==> config.mk <==
export PLATFORM = sky130hd
export DESIGN_NAME = gf2m_inverter_seq
export DESIGN_NICKNAME = d
export VERILOG_FILES = /design/src/rtl/gf2m_inverter_seq.sv
export SDC_FILE = /design/constraint.sdc
export NUM_CORES = 1
export LEC_CHECK = 0
export CORE_ASPECT_RATIO = 0.9
export CORE_UTILIZATION = 45
export DETAILED_ROUTE_END_ITERATION = 10
export PLACE_DENSITY = 0.6
export SYNTH_ARGS = -nofsm -noshare
export SYNTH_HDL_FRONTEND = slang
export SYNTH_SLANG_ARGS = --single-unit
==> constraint.sdc <==
create_clock -name clk -period 3.16 [get_ports clk]
set_input_delay 0.632 -clock clk [delete_from_list [all_inputs] [get_ports clk]]
set_output_delay 0.632 -clock clk [all_outputs]
set_load 0.02 [all_outputs]
==> src/rtl/gf2m_inverter_seq.sv <==
// rtl/gf2m_inverter_seq.sv - sequential GF(2^M) inverter computing a^(2^M-2) by square-and-multiply
// Optional result self-check (chk_err port) enabled by GF2M_INV_SELFCHECK_EN.
module gf2m_inverter_seq #(
   parameter int         M     = 8,
   parameter logic [M:0] POLY  = 9'h11B,
   parameter int         CNT_W = 4
) (
   input  logic         clk,
   input  logic         rst,
   input  logic         in_valid,
   output logic         in_ready,
   input  logic [M-1:0] in_data,
   output logic         out_valid,
   input  logic         out_ready,
`ifdef GF2M_INV_SELFCHECK_EN
   output logic         chk_err,
`endif
   output logic [M-1:0] out_data
);

   typedef enum logic [1:0] {IDLE, RUN, DONE} state_t;

   state_t             state, state_n;
   logic [M-1:0]       sq, res;
   logic [M-1:0]       sq2, res_n;
   logic [CNT_W-1:0]   cnt;

   // Carry-less product of two field elements, reduced modulo POLY.
   function automatic logic [M-1:0] gf_mul(input logic [M-1:0] a, input logic [M-1:0] b);
      logic [2*M-2:0] p;
      p = '0;
      for (int i = 0; i < M; i++) begin
         if (b[i]) p = p ^ ((2*M-1)'(a) << i);
      end
      for (int i = 2*M-2; i >= M; i--) begin
         if (p[i]) p = p ^ ((2*M-1)'(POLY) << (i - M));
      end
      return p[M-1:0];
   endfunction

   assign sq2   = gf_mul(sq, sq);
   assign res_n = gf_mul(res, sq2);

   always_comb begin
      state_n = state;
      case (state)
         IDLE: if (in_valid) state_n = RUN;
         RUN:  if (cnt == CNT_W'(M-2)) state_n = DONE;
         DONE: if (out_ready) state_n = IDLE;
         default: state_n = IDLE;
      endcase
   end

   always_comb begin
      in_ready  = 1'b0;
      out_valid = 1'b0;
      out_data  = '0;
      case (state)
         IDLE: in_ready = ~rst;
         DONE: begin
            out_valid = 1'b1;
            out_data  = res;
         end
         default: ;
      endcase
   end

   always_ff @(posedge clk) begin
      if (rst) begin
         state <= IDLE;
         sq    <= '0;
         res   <= '0;
         cnt   <= '0;
      end else begin
         state <= state_n;
         case (state)
            IDLE: if (in_valid) begin
               sq  <= in_data;
               res <= M'(1);
               cnt <= '0;
            end
            // After step j, res = a^(2+4+...+2^(j+1)); M-1 steps give a^(2^M-2).
            RUN: begin
               sq  <= sq2;
               res <= res_n;
               cnt <= cnt + 1'b1;
            end
            default: ;
         endcase
      end
   end

`ifdef GF2M_INV_SELFCHECK_EN
   logic [M-1:0] a_saved;

   always_ff @(posedge clk) begin
      if (rst) begin
         a_saved <= '0;
      end else if (state == IDLE && in_valid) begin
         a_saved <= in_data;
      end
   end

   // Purely combinational over the held DONE result, so it costs no cycles.
   always_comb begin
      chk_err = 1'b0;
      if (state == DONE && a_saved != '0 && gf_mul(a_saved, res) != M'(1)) chk_err = 1'b1;
   end
`endif

endmodule

# --- Word-level counts from Yosys, hierarchy flattened ---
# Index checks and enable logic that the tools add are counted.
classes:
  add_sub_neg: 1
  eq_ne: 6
  n_mux: 43
  bitwise: 29
  reduce_logical: 4
op_table:
  columns: ["operator", "count"]
  rows:
  - ["15-bit 2-to-1 mux", 14]
  - ["8-bit 2-to-1 mux", 7]
  - ["4-bit NOT", 14]
  - ["8-bit one-hot mux with 2 select lines", 2]
  - ["15-bit by 10-bit XOR with 15-bit output", 2]
  - ["15-bit by 11-bit XOR with 15-bit output", 2]
  - ["15-bit by 12-bit XOR with 15-bit output", 2]
  - ["15-bit by 13-bit XOR with 15-bit output", 2]
  - ["15-bit by 14-bit XOR with 15-bit output", 2]
  - ["15-bit XOR", 2]
  - ["11-bit 2-to-1 mux", 2]
  - ["10-bit 2-to-1 mux", 2]
  - ["9-bit 2-to-1 mux", 2]
  - ["15-bit by 9-bit XOR with 15-bit output", 1]
  - ["7-bit 2-to-1 mux", 2]
  - ["6-bit 2-to-1 mux", 2]
  - ["5-bit 2-to-1 mux", 2]
  - ["8-bit by 9-bit XOR with 9-bit output", 1]
  - ["4-bit one-hot mux with 2 select lines", 1]
  - ["2-bit 2-to-1 mux", 3]
  - ["2-bit inequality test, second input constant", 3]
  - ["2-bit one-hot mux with 3 select lines", 1]
  - ["4-bit by 1-bit adder with 4-bit output, second input constant", 1]
  - ["4-bit by 3-bit == test with 1-bit output, second input constant", 1]
  - ["other kinds (9)", 10]
word_totals:
  regBits: 22
  inputBits: 12
  output_inout_bits: 10
  wordCells: 87

# --- Longest topological paths before layout ---
logic_depth:
  depth_word: 59
  mapped_depth: 10
  mapped_depth_nobuf: 8

# --- Worst setup path before layout ---
# Ideal clock, no wire load.
synth_path:
  kind: "register to register"
  startpoint: "register res[7]"
  endpoint: "register res[4]"
  setup_time_ns: 0.117
  arrival_ns: 2.340
  required_time_ns: 3.043
  slack_ns: 0.703
  stages_incl_launch_ff: 10
  n_path_buf: 1
  path_cell_list: "dfxtp_1 > buf_2 > mux2i_1 > mux2_2 > o21ai_1 > mux2i_1 > a221o_2 > xor2_4 > xnor3_1 > a22o_1"
synth_between:
  elab_chain_cells: 21
synth_lines:
  columns: ["item", "line", "text"]
  rows:
  - ["start: declaration", "24", "logic [M-1:0] sq, res;"]
  - ["start signal: assignment", "85", "res <= res_n;"]
  - ["15-bit by 9-bit XOR with 15-bit output", "33", "if (b[i]) p = p ^ ((2*M-1)'(a) << i);"]
  - ["15-bit 2-to-1 mux", "33", null]
  - ["15-bit by 10-bit XOR with 15-bit output", "33", null]
  - ["15-bit 2-to-1 mux", "33", null]
  - ["15-bit by 11-bit XOR with 15-bit output", "33", null]
  - ["15-bit 2-to-1 mux", "33", null]
  - ["15-bit by 12-bit XOR with 15-bit output", "33", null]
  - ["15-bit 2-to-1 mux", "33", null]
  - ["[5 not listed]", null, null]
  - ["15-bit 2-to-1 mux (*)", "33", null]
  - ["11-bit 2-to-1 mux", "36", "if (p[i]) p = p ^ ((2*M-1)'(POLY) << (i - M));"]
  - ["4-bit NOT (no source line)", null, null]
  - ["10-bit 2-to-1 mux", "36", null]
  - ["4-bit NOT (no source line)", null, null]
  - ["9-bit 2-to-1 mux", "36", null]
  - ["5-bit 2-to-1 mux (*)", "36", null]
  - ["8-bit one-hot mux with 2 select lines (*)", "76", "case (state)"]
# Mark *: on every way between the ends. The rest lies on a longest branch, timed or not.
# A chain may end at the register's enable or synchronous reset.

# --- Final worst setup path ---
layout_path:
  startpoint: "register sq[5]"
  endpoint: "register res[4]"
layout_between:
  elab_chain_cells: 43
layout_lines:
  columns: ["item", "line", "text"]
  rows:
  - ["start: declaration", "24", null]
  - ["start signal: assignment", "78", "sq <= in_data;"]
  - ["start signal: assignment", "84", "sq <= sq2;"]
  - ["15-bit by 11-bit XOR with 15-bit output", "33", null]
  - ["15-bit 2-to-1 mux", "33", null]
  - ["15-bit by 12-bit XOR with 15-bit output", "33", null]
  - ["15-bit 2-to-1 mux", "33", null]
  - ["15-bit by 13-bit XOR with 15-bit output", "33", null]
  - ["15-bit 2-to-1 mux", "33", null]
  - ["15-bit by 14-bit XOR with 15-bit output", "33", null]
  - ["15-bit 2-to-1 mux", "33", null]
  - ["[27 not listed]", null, null]
  - ["4-bit NOT (no source line)", null, null]
  - ["8-bit 2-to-1 mux", "36", null]
  - ["7-bit 2-to-1 mux", "36", null]
  - ["4-bit NOT (no source line)", null, null]
  - ["6-bit 2-to-1 mux", "36", null]
  - ["4-bit NOT (no source line)", null, null]
  - ["5-bit 2-to-1 mux (*)", "36", null]
  - ["8-bit one-hot mux with 2 select lines (*)", "76", null]
# Marked as above.

==> run metrics <==
status complete, no violations; DRT Wirelength 6800 um; Tmin final 2.77 ns; Sw Share 0.435; Critical Path Source sq[5]; Reg2Reg Capture Point res[4]; syn_nets 335; final hold violation count 0; Cells after Synth 321; Mean Syn Cell Area 8.20 um2; Final nets 348; Clock transition at path regs 0.09 ns; # diodes 0; post-synth cell types 55; die width 82.6 um; Storage cell area 440 um2; number of CTS-inserted buffers 3; critical path class reg2reg; Post-DP HPWL 5050 um; worst setup path endpoint res[4]; Via density 5.60; count leader, synth xnor2_1; clock sinks 22; worst-margin pin slew 0.570 ns; per-cell routed wire length 16.9 um; post-synth top area share 0.167; setup TNS 0 ns; RSZ-0062 raised after global routing no; clk root buf clkbuf_8; combinational share of power 0.727; CTS H-tree lvls 1; Power Density 911 nW/um2; drt drc 0; footprint of the multi-input gates 2010 um2; FF+latch count, synth 22; Layout Skew 0.00410 ns; IR drop worst, VDD 572 uV; cell leakage power 0.00112 uW; crit-path max FO 16; DR pass1 iterations 4; Starting Density 0.465; vias in the first global route 2173; IO Port Bufs 21; Final Max Slew Viols 0; fmax 0.361 GHz; Tcrit/Tclk final 0.877; required time worst endpoint 3.33 ns; Hold Path Class reg2reg; post_cts resized 0; R2R depth 9; internal cell power 1530 uW; Cell Area, Synth 2630 um2; r2r startpoint sq[5]; core area 5660 um2; Die Y 74.5 um; Fill cells 564; GR Overflow Total 0; crit path DAT 2.95 ns; Flop pwr share 0.172; Post-CTS Setup Bufs 0; CTS tree yes; synth warn 0; Max clock buf depth 2; synth-to-layout area growth 12.8%; clk_lat worst skew 0.27 ns; Top Ports 22; asr flop ratio synth 0; All-Layer GR Usage 0.242; slew margin rel. 0.618; first-pass GRT wire length 11100 um; sw power 1180 uW; Final ANT Viol Nets 0; starting DRC count in detailed routing 162; # rows 26; Seq/Total Area, Yosys 0.167; gpl congestion 0.900; initial antenna violation count 0; startpoint types register; Synth Flop Type dfxtp_1; share of layout cells above drive strength 1 0.150; most frequent cells after synthesis 39 x xnor2_1, 38 x nor2_1, 34 x nand2_1; die footprint 6160 um2; Yosys top cell by area dfxtp_1; Clk pwr share 0.101; Design Power 2700 uW; # hold bufs at CTS 0; Area contributors post-synth dfxtp_1 17%, xnor2_1 13%, nor2_1 5.4%, nand2_1 4.9%, xnor3_1 4.3%; Crit. End Element register; Post-synth EDFFs 0; Setup Viol. Count Final 0; Register-to-Register Setup Slack 0.39 ns; Max Cap Viol 0; vias after detailed routing 2255; largest net degree at the start of global routing 25
-- cell families after synthesis --
family | Yosys count | share of synthesized area
adders and majority gates | 2 | 0.00951
xor gates and xnor gates | 67 | 0.311
muxes | 9 | 0.0357
DFF | 22 | 0.167
AOI/OAI and AO/OA | 74 | 0.213
and+or+nand+nor | 110 | 0.195
buffers and inverters | 37 | 0.0680
-- layout by cell type, fill, tap and decap left out, drive strengths merged, types with 4 or more instances in the layout --
cell,synthesis,routed
a21oi,13,13
a22o,5,5
a22oi,11,11
a31oi,4,4
and2,10,10
buf,11,15
clkdlybuf4s50,0,21
dfxtp,22,22
inv,7,7
mux2i,6,6
nand2,34,34
nor2,38,38
nor3,9,9
nor3b,4,4
o21ai,11,11
o221a,7,7
xnor2,46,46
xnor3,6,6
xor2,13,13
-- layer usage --
metal | share of wire | track usage
met1 | 0.49 | 0.323
met3 | 0.033 | 0.0380
met2 | 0.47 | 0.417
met4 | 0.0065 | 0.0421
met5 | 0 | 0
-- layout make-up --
type	instances	area share
clock buffer	3	0.0139
clock inverter	1	0.0101
inverter	9	0.0114
multi-input combinational	262	0.678
sequential	22	0.148
tap	70	0.0295
timing repair buffer	36	0.109
-- power by group through the flow --
stage / clock, uW / sequential [uW] / combinational [uW]
5_1_grt: 287 / 477 / 2110
3_3_place_gp: 0 / 469 / 1940
2_1_floorplan: 0 / 372 / 1710
6_report: 274 / 465 / 1960
4_1_cts: 275 / 462 / 1960
3_5_place_dp: 0 / 469 / 1940
-- state kept, by name, indices dropped and copies added, names as in the netlist --
register  flops
res           8
sq            8
cnt           4
state         2
-- metrics by stage --
stage | instances | area (um2) | setup slack [ns] | utilization | hold WS [ns]
after floorplan | 321 | 2630 | 0.703 | - | 0.508
after global placement | 399 | 2900 | 0.441 | 0.512 | 0.531
after detailed placement | 399 | 2900 | 0.414 | 0.512 | 0.542
after CTS | 403 | 2970 | 0.394 | 0.524 | 0.558
after global routing | 403 | 2970 | 0.254 | 0.524 | 0.576
final | 403 | 2970 | 0.389 | 0.524 | 0.556
-- critical path: stages, from the launching register on --
cell and delay [ns]:
dfxtp_1 0.46, buf_4 0.28, mux2i_1 0.11, mux2_2 0.33, o21ai_1 0.13, mux2i_1 0.11
a221o_2 0.42, xor2_4 0.29, xnor3_1 0.35, a22o_1 0.20
-- worst min path at each step --
stage	start	to	slack, ns	depth (start not counted)
after global placement	cnt[1]	cnt[1]	0.53	2
after floorplan	cnt[1]	cnt[1]	0.51	2
final	cnt[1]	cnt[1]	0.56	2
after global routing	sq[0]	sq[0]	0.58	1
after CTS	cnt[1]	cnt[1]	0.56	2
after detailed placement	sq[0]	sq[0]	0.54	1
Power figures use the tool's default switching activity.
